## src/rtl/ps2_pkg.sv

```systemverilog
// ============================================================================
// Module      : ps2_pkg
// Description : Shared PS/2 definitions: the transmitter state encoding,
//               host command bytes, device response bytes and the frame
//               parity helper. The receiver imports this package as well.
// Revision    : 1.0 - initial release
// ============================================================================
`default_nettype none
`timescale 1ns/1ps

package ps2_pkg;

  // Transmitter state encoding
  typedef enum logic [2:0] {
    IDLE      = 3'd0,
    INHIBIT   = 3'd1,
    REQ       = 3'd2,
    SEND      = 3'd3,
    WAIT_ACK  = 3'd4,
    WAIT_IDLE = 3'd5
  } ps2_tx_state_e;

  // Host-to-device command bytes
  localparam logic [7:0] PS2_CMD_RESET    = 8'hFF;
  localparam logic [7:0] PS2_CMD_SET_LEDS = 8'hED;
  localparam logic [7:0] PS2_CMD_ECHO     = 8'hEE;

  // Device-to-host response bytes
  localparam logic [7:0] PS2_RSP_ACK      = 8'hFA;
  localparam logic [7:0] PS2_RSP_RESEND   = 8'hFE;

  // PS/2 frames carry odd parity: the parity bit makes the count of ones
  // across data + parity odd.
  function automatic logic ps2_odd_parity(input logic [7:0] data);
    return ~^data;
  endfunction

endpackage

`default_nettype wire

```

## src/rtl/ps2_line_sync.sv

```systemverilog
// ============================================================================
// Module      : ps2_line_sync
// Description : Two-flop synchroniser for one asynchronous PS/2 pad plus a
//               previous-value register used to flag falling edges.
// Ports       : clk     - system clock
//               reset   - synchronous, active-low
//               line_i  - raw pad value (asynchronous)
//               sync_o  - synchronised line value
//               fall_o  - high for one cycle when the synced line goes 1->0
// Revision    : 1.0 - initial release
// ============================================================================
`default_nettype none
`timescale 1ns/1ps

module ps2_line_sync (
  input  logic clk,
  input  logic reset,
  input  logic line_i,
  output logic sync_o,
  output logic fall_o
);

  logic meta_q;
  logic sync_q;
  logic prev_q;

  // Reset to the idle (released, pulled-up) level so leaving reset does not
  // look like a falling edge.
  always_ff @(posedge clk) begin
    if (!reset) begin
      meta_q <= 1'b1;
      sync_q <= 1'b1;
      prev_q <= 1'b1;
    end else begin
      meta_q <= line_i;
      sync_q <= meta_q;
      prev_q <= sync_q;
    end
  end

  assign sync_o = sync_q;
  assign fall_o = prev_q & ~sync_q;

endmodule

`default_nettype wire

```

## src/rtl/ps2_cmd_tx.sv

```systemverilog
// ============================================================================
// Module      : ps2_cmd_tx
// Description : PS/2 host-to-device transmitter. Inhibits the bus, issues a
//               request-to-send, shifts out start/data/parity/stop on device
//               clock falling edges, then checks the device ACK and waits
//               for the bus to return idle. Pads are driven only through
//               active-high pull-low enables.
// Ports       : clk, reset           - clock, synchronous active-low reset
//               cmd_valid/cmd_ready  - command handshake, cmd_data captured
//               busy                 - high whenever not IDLE
//               ps2_clk_in/dat_in    - raw pad values
//               ps2_clk_oe/dat_oe    - 1 = pull line low
//               done                 - one-cycle pulse, frame ACKed
//               error/err_timeout    - one-cycle pulse, NACK (0) / timeout (1)
// Revision    : 1.0 - initial release
// ============================================================================
`default_nettype none
`timescale 1ns/1ps

module ps2_cmd_tx
  import ps2_pkg::*;
#(
  parameter int INHIBIT_CYCLES = 5000,
  parameter int TIMEOUT_CYCLES = 750000
) (
  input  logic       clk,
  input  logic       reset,
  input  logic       cmd_valid,
  input  logic [7:0] cmd_data,
  output logic       cmd_ready,
  output logic       busy,
  input  logic       ps2_clk_in,
  input  logic       ps2_dat_in,
  output logic       ps2_clk_oe,
  output logic       ps2_dat_oe,
  output logic       done,
  output logic       error,
  output logic       err_timeout
);

  localparam int INH_W = $clog2(INHIBIT_CYCLES + 1);
  localparam int TO_W  = $clog2(TIMEOUT_CYCLES + 1);
  localparam logic [INH_W-1:0] INH_LAST = INH_W'(INHIBIT_CYCLES - 1);
  localparam logic [TO_W-1:0]  TO_LIMIT = TO_W'(TIMEOUT_CYCLES);

  ps2_tx_state_e    state_q,  state_d;
  logic [7:0]       data_q,   data_d;
  logic             par_q,    par_d;
  logic [3:0]       bitcnt_q, bitcnt_d;
  logic             drv_q,    drv_d;     // 1 = data line pulled low in SEND
  logic [INH_W-1:0] inh_q,    inh_d;
  logic [TO_W-1:0]  to_q,     to_d;

  logic clk_sync, clk_fall;
  logic dat_sync, dat_fall_unused;
  logic timed;
  logic timeout_hit;

  ps2_line_sync u_clk_sync (
    .clk    (clk),
    .reset  (reset),
    .line_i (ps2_clk_in),
    .sync_o (clk_sync),
    .fall_o (clk_fall)
  );

  ps2_line_sync u_dat_sync (
    .clk    (clk),
    .reset  (reset),
    .line_i (ps2_dat_in),
    .sync_o (dat_sync),
    .fall_o (dat_fall_unused)
  );

  // The timeout covers only the phases where the device owns the clock.
  // A fall in the same cycle takes priority over an expiring count.
  assign timed       = (state_q == SEND) || (state_q == WAIT_ACK) ||
                       (state_q == WAIT_IDLE);
  assign timeout_hit = timed && !clk_fall && (to_q == TO_LIMIT);

  // State and datapath registers
  always_ff @(posedge clk) begin
    if (!reset) begin
      state_q  <= IDLE;
      data_q   <= '0;
      par_q    <= 1'b0;
      bitcnt_q <= '0;
      drv_q    <= 1'b0;
      inh_q    <= '0;
      to_q     <= '0;
    end else begin
      state_q  <= state_d;
      data_q   <= data_d;
      par_q    <= par_d;
      bitcnt_q <= bitcnt_d;
      drv_q    <= drv_d;
      inh_q    <= inh_d;
      to_q     <= to_d;
    end
  end

  // Next-state logic
  always_comb begin
    state_d  = state_q;
    data_d   = data_q;
    par_d    = par_q;
    bitcnt_d = bitcnt_q;
    drv_d    = drv_q;
    inh_d    = inh_q;
    to_d     = to_q;

    if (timed) begin
      if (clk_fall) begin
        to_d = '0;
      end else if (to_q != TO_LIMIT) begin
        to_d = to_q + TO_W'(1);
      end
    end

    unique case (state_q)
      IDLE: begin
        if (cmd_valid) begin
          data_d   = cmd_data;
          par_d    = ps2_odd_parity(cmd_data);
          bitcnt_d = '0;
          inh_d    = '0;
          to_d     = '0;
          drv_d    = 1'b0;
          state_d  = INHIBIT;
        end
      end
      INHIBIT: begin
        if (inh_q == INH_LAST) begin
          state_d = REQ;
        end else begin
          inh_d = inh_q + INH_W'(1);
        end
      end
      REQ: begin
        to_d     = '0;
        bitcnt_d = '0;
        drv_d    = 1'b1;   // start bit stays on the line into SEND
        state_d  = SEND;
      end
      SEND: begin
        if (timeout_hit) begin
          state_d = IDLE;
        end else if (clk_fall) begin
          bitcnt_d = bitcnt_q + 4'd1;
          // bitcnt_q holds the number of falls seen before this one
          if (bitcnt_q <= 4'd7) begin
            drv_d = ~data_q[bitcnt_q[2:0]];
          end else if (bitcnt_q == 4'd8) begin
            drv_d = ~par_q;
          end else begin
            drv_d   = 1'b0;  // stop bit: line released
            state_d = WAIT_ACK;
          end
        end
      end
      WAIT_ACK: begin
        if (timeout_hit) begin
          state_d = IDLE;
        end else if (clk_fall) begin
          state_d = dat_sync ? IDLE : WAIT_IDLE;
        end
      end
      WAIT_IDLE: begin
        if (timeout_hit) begin
          state_d = IDLE;
        end else if (clk_sync && dat_sync) begin
          state_d = IDLE;
        end
      end
      default: state_d = IDLE;
    endcase
  end

  // Output logic. Pulses are combinational so that the cycle after a pulse
  // is already IDLE and can accept the next command; on a timeout the data
  // line is released in the same cycle the error is reported.
  always_comb begin
    cmd_ready   = (state_q == IDLE);
    busy        = (state_q != IDLE);
    ps2_clk_oe  = (state_q == INHIBIT);
    ps2_dat_oe  = (state_q == REQ) ||
                  ((state_q == SEND) && drv_q && !timeout_hit);
    done        = (state_q == WAIT_IDLE) && !timeout_hit && clk_sync && dat_sync;
    error       = timeout_hit ||
                  ((state_q == WAIT_ACK) && clk_fall && dat_sync);
    err_timeout = timeout_hit;
  end

endmodule

`default_nettype wire

```

## config.mk

```make
export PLATFORM = sky130hd
export DESIGN_NAME = ps2_cmd_tx
export DESIGN_NICKNAME = d
export VERILOG_FILES = /design/src/rtl/ps2_pkg.sv /design/src/rtl/ps2_line_sync.sv /design/src/rtl/ps2_cmd_tx.sv
export SDC_FILE = /design/constraint.sdc
export NUM_CORES = 1
export LEC_CHECK = 0
export BUFFER_PORTS_ARGS = -buffer_cell sky130_fd_sc_hd__buf_2
export CORE_MARGIN = 4
export CORE_UTILIZATION = 30
export CTS_BUF_LIST = sky130_fd_sc_hd__clkbuf_8
export DETAILED_ROUTE_END_ITERATION = 12
export REMOVE_ABC_BUFFERS = 1
export SLEW_MARGIN = 20
export SYNTH_ARGS = -nofsm -noshare
export SYNTH_HDL_FRONTEND = slang
export SYNTH_SLANG_ARGS = --single-unit
```

## constraint.sdc

```tcl
create_clock -name clk -period 1.5 [get_ports clk]
set_input_delay 0.15 -clock clk [delete_from_list [all_inputs] [get_ports clk]]
set_output_delay 0.15 -clock clk [all_outputs]
set_load 0.02 [all_outputs]
```

* Word-level counts from Yosys, hierarchy flattened
Index checks and enable logic that the tools add are counted.
Storage, ports and cells: logic and storage cells 97, register bits 55
Operators by class: equal/unequal tests 19, order comparisons 2, bitwise gates (word level) 4, mux-type cells 32, $add $sub $neg 3, reductions and logical operators 25
Operators by type and width (count):
- two-way mux 20 bit | 4
- case mux 20 bit (2 select lines) | 1
- two-way mux 3 bit | 11
- two-way mux 13 bit | 2
- case mux 13 bit (2 select lines) | 1
- adder 20 x 1 -> 20 bit (second input constant) | 1
- == test 20 bit (second input constant) | 1
- inequality test 20 bit (second input constant) | 1
- case mux 3 bit (6 select lines) | 1
- adder 13 x 1 -> 13 bit (second input constant) | 1
- == test 13 bit (second input constant) | 1
- two-way mux 4 bit | 3
- inequality test 3 bit (second input constant) | 4
- case mux 4 bit (3 select lines) | 1
- logical AND 1 bit | 10
- inequality test 2 bit (second input constant) | 4
- XNOR reduction 8 bit | 1
- AND reduction 7 bit | 1
- == test 3 x 2 -> 1 bit (second input constant) | 2
- == test 3 bit (second input constant) | 2
- two-way mux 1 bit | 6
- nonzero test 3 bit | 2
- adder 4 x 1 -> 4 bit (second input constant) | 1
- == test 4 bit (second input constant) | 1
- 16 further kinds | 22

* Depth between registers and ports, before layout
depth after elaboration 9, mapped depth 9, gate-level depth less buffers 9

* Cells and area by module
A second synthesis with hierarchy kept.
Unflattened totals: cell total of the unflattened synthesis 345, area total of the unflattened synthesis 2852.7 µm²
By module, submodules not included:
- ps2_cmd_tx | seq. area each 1001.0 µm², area an instance 2682.6 µm², cells each 331, times used 1
- ps2_line_sync | seq. area each 60.1 µm², area an instance 85.1 µm², cells each 7, times used 2

* Worst setup path before layout
OpenSTA, ideal clock, no wires.
path kind flip-flop to output port, start register state_q[2], end output port ps2_dat_oe, arrival 1.718 ns, data required time 1.350 ns, path buffers 0, setup slack -0.368 ns, stages on the path, launching flop included 8, cell sequence dfxtp_1 > and3b_1 > nor2_2 > nor2_1 > nand2_1 > inv_1 > nand2b_1 > a21oi_1
On the way: longest elaborated chain between the ends 8, elaborated cells on any way between the ends 12, those cells by class eq/ne: 4; reduce/logical: 8
Ends and longest elaborated chain:
- start: declaration | RTL line ps2_cmd_tx.sv:46 | ps2_tx_state_e state_q, state_d;
- start signal: assignment | RTL line ps2_cmd_tx.sv:92 | state_q <= state_d;
- == test 3 x 2 -> 1 bit or == test 3 bit (tied branches) | RTL line ps2_cmd_tx.sv:77 | assign timed = (state_q == SEND) || (state_q == WAIT_ACK) ||
- logical OR 1 bit | RTL line ps2_cmd_tx.sv:77
- logical OR 1 bit * | RTL line ps2_cmd_tx.sv:77
- logical AND 1 bit * (2 in series) | RTL line ps2_cmd_tx.sv:79 | assign timeout_hit = timed && !clk_fall && (to_q == TO_LIMIT);
- named net err_timeout | RTL line ps2_cmd_tx.sv:38 | output logic err_timeout
- logical NOT 1 bit * | RTL line ps2_cmd_tx.sv:187 | ((state_q == SEND) && drv_q && !timeout_hit);
- logical AND 1 bit * | RTL line ps2_cmd_tx.sv:187
- logical OR 1 bit * | RTL line ps2_cmd_tx.sv:186 | ps2_dat_oe = (state_q == REQ) ||
- end: declaration | RTL line ps2_cmd_tx.sv:35 | output logic ps2_dat_oe,
Mark *: on every way through the listed nets, which the timed path passes. The rest lies on a longest branch.

* Final worst setup path
start register to_q[0], end output port ps2_dat_oe
On the way: longest elaborated chain between the ends 5
Ends and longest elaborated chain:
- start: declaration | RTL line ps2_cmd_tx.sv:52 | logic [TO_W-1:0] to_q, to_d;
- start signal: assignment | RTL line ps2_cmd_tx.sv:98 | to_q <= to_d;
- == test 20 bit | RTL line ps2_cmd_tx.sv:79
- logical AND 1 bit | RTL line ps2_cmd_tx.sv:79
- logical NOT 1 bit | RTL line ps2_cmd_tx.sv:187
- logical AND 1 bit | RTL line ps2_cmd_tx.sv:187
- logical OR 1 bit | RTL line ps2_cmd_tx.sv:186
No other way between the ends.

==> impl_results.md <==
* Failing checks: negative setup slack
* CTS Buf Count at 5
* IO buf count at 19
* Num ports at 20
* Sequential-to-total area share from yosys stat at 0.384
* Vias after detailed routing at 2957
* Clock Latency Late Sink at 0.33 ns
* Clock network power share at 0.340
* Cell Pwr Density at 647 nW/um2
* Vias in the first global route at 2908
* Die W at 106 um
* Worst setup EP type: output port
* Synth Instances at 344
* Final setup violation count at 42
* Worst vdd ir at 397 uV
* Mapped Area at 2870 um2
* Bufs on Longest Clock Path at 2
* Via/cell ratio at 4.87
* Fraction of layout instances using a drive strength above 1 at 0.515
* Register share of total power at 0.490
* Die H at 106 um
* Core area at 9280 um2
* Hold slack at 0.0811 ns
* Total track usage at 0.147
* Critical Path AT at 1.88 ns
* Htree depth at 2
* Hold WC Path Type: in2reg
* R2R depth at 8
* Worst reg2reg endpoint: inh_q[7]
* GP Congestion at 0.809
* Kind of critical path: reg2out
* Cell count after placement at 571
* Critical Path RT at 1.35 ns
* Hold EP: data_q[4]
* Synthesized flop and latch total at 55
* Switch Pwr at 830 uW
* Unrepaired setup endpoints after global routing: true
* Syn Area/Cell at 8.33 um2
* Final nets at 495
* Worst Hold Depth at 3
* Prevailing post-synth register cell: dfxtp_1
* Number of flops mapped to enable cells by yosys at 0
* Top cells by area, synth: dfxtp_1, nor2_1, xor2_1, xnor2_1, a21oi_1
* FP Rows at 35
* # diodes at 0
* Synth cell count leaders: dfxtp_1, nor2_1, nand2_1
* Die ar. at 11200 um2
* Synthesis Warnings at 0
* Asr flop ratio synth at 0
* Post-DP HPWL at 5380 um
* Clock transition at path regs at 0.10 ns
* Critical Path Source Type: flop
* CTS Sinks at 55
* Initial antenna violation count at 0
* Filler cell count at 854
* TritonCTS clock tree: yes
* Final worst slack at -0.530 ns
* Period utilization at 1.35
* Remaining DRCs at 0
* Synth cell types at 54
* Worst Path Max Fanout at 2
* Clock Root Buffer: clkbuf_8
* Clock skew at 0.0147 ns
* Max-slew violations at 0
* Max Cap Viol at 0
* Worst hold path startpoint: cmd_data[4]
* Final ANT Viol Nets at 0
* Worst slew margin at 0.790
* Grt total ovfl at 0
* Area delta synth->final at 66.7%
* Tmin final at 2.03 ns
* Final WL at 8600 um
* Fmax at 0.493 GHz
* Worst Max-Slew Pin Slew at 0.311 ns
* Static leakage at 1.90 nW
* Most numerous cell in the Yosys netlist: dfxtp_1
* Synth area leader: dfxtp_1
* DRT Pass-1 Iters at 4
* Switching Share at 0.268
* R2R setup slack at -0.26 ns
* Combinational fraction of design power at 0.170
* Largest net degree at the start of global routing at 19
* Initial Util at 0.309
* Drt wl/cell at 14.2 um
* Status: finished with violations
* DR iter-0 viols at 59
* Int Pwr at 2.26 mW
* R2r startpoint: state_q[2]
* Final hold violations at 0
* Non-filler cells, final at 607
* Post-synth top area share at 0.384
* First-pass GRT wire length at 13500 um
-- power groups by stage --
| stage | Combinational [mW] | Sequential [mW] | Clock, mW |
|---|---|---|---|
| 6_report | 0.526 | 1.51 | 1.05 |
| 5_1_grt | 0.562 | 1.52 | 1.16 |
| 2_1_floorplan | 0.170 | 1.54 | 0 |
| 4_1_cts | 0.419 | 1.51 | 1.08 |
| 3_3_place_gp | 0.333 | 1.54 | 0 |
| 3_5_place_dp | 0.338 | 1.54 | 0 |
-- cell usage in the layout, fill, tap and decap left out, drive strengths merged, types with 3 or more instances in the layout --
master and instances:
nor4 3, nand2b 15, and3 3, nand3b 4
buf 137, nor2 45, ha 5, and4 3
nand4 10, dfxtp 55, a21oi 27, clkbuf 5
a211oi 3, or3 4, nor3 9, o2111ai 3
xnor2 16, nand3 10, o21ai 18, inv 14
xor2 18, nand2 36
-- registers in the layout (all words and copies together), names as in the netlist --
signal             flops
drv_q                  1
bitcnt_q               4
u_clk_sync.meta_q      1
data_q                 8
state_q                3
u_dat_sync.meta_q      1
inh_q                 13
u_clk_sync.prev_q      1
par_q                  1
u_clk_sync.sync_o      1
u_dat_sync.sync_o      1
to_q                  20
-- area by class of cell --
cell class | count | area [um2] | share of cell area
clock buffers | 5 | 68.8 | 0.0144
clock inverters | 3 | 46.3 | 0.00969
inverters | 13 | 53.8 | 0.0113
multi-input cells | 263 | 2140 | 0.448
flip-flops and latches | 55 | 1120 | 0.234
well taps | 129 | 161 | 0.0338
repair buffers | 139 | 1190 | 0.249
-- repair_timing --
item,4_1_cts,5_1_grt
pin swaps,43,53
hold buffers,1,1
endpoints found under the setup margin,52,56
buffers inserted,19,10
resized for setup,97,81
hold endpoints to repair,1,1
gates cloned,2,2
-- cells by family after synthesis --
family / Yosys count / share of synthesized area
mux: 3 / 0.0192
flops: 55 / 0.384
compound gates: 66 / 0.143
xor+xnor: 34 / 0.104
simple gates: 155 / 0.286
buf+inv: 26 / 0.0415
fa+ha+maj: 5 / 0.0218
-- worst max-delay path, cell delays in order, from the launching register on --
cell	delay (ns)
dfxtp_2	0.34
inv_2	0.07
ha_4	0.12
nor4bb_1	0.20
nand4_1	0.15
nor2_1	0.15
nand2_1	0.11
inv_2	0.10
nand2b_4	0.14
a21oi_4	0.05
buf_6	0.13
-- routing by layer --
layer / up-vias / wire, um / GRT usage
li1: 1463 / - / -
met4: 0 / 87 / 0.0324
met1: 1436 / 3690 / 0.176
met3: 9 / 288 / 0.0318
met5: - / 0 / 0
met2: 49 / 4530 / 0.270
-- worst max-delay path by stage --
stage | to | start | depth (start not counted) | slack [ns]
after floorplan | inh_q[7] | state_q[0] | 5 | -0.69
after global placement | error | to_q[6] | 7 | -0.26
after detailed placement | error | to_q[6] | 7 | -0.28
after CTS | done | to_q[0] | 9 | -0.48
after global routing | ps2_dat_oe | to_q[0] | 10 | -0.64
final | ps2_dat_oe | to_q[0] | 10 | -0.53
-- per-stage QoR --
stage / area (um2) / util / power [mW] / setup TNS (ns) / setup WS (ns)
finish: 4780 / 0.515 / 3.09 / -6.72 / -0.530
global route: 4780 / 0.515 / 3.24 / -10.05 / -0.639
CTS: 4400 / 0.474 / 3.01 / -6.17 / -0.484
detailed placement: 3770 / 0.406 / 1.88 / -4.65 / -0.279
global placement: 3770 / 0.406 / 1.87 / -4.29 / -0.259
floorplan: 2800 / - / 1.71 / -16.12 / -0.692
Note: power is estimated with default switching activity, not from simulation.
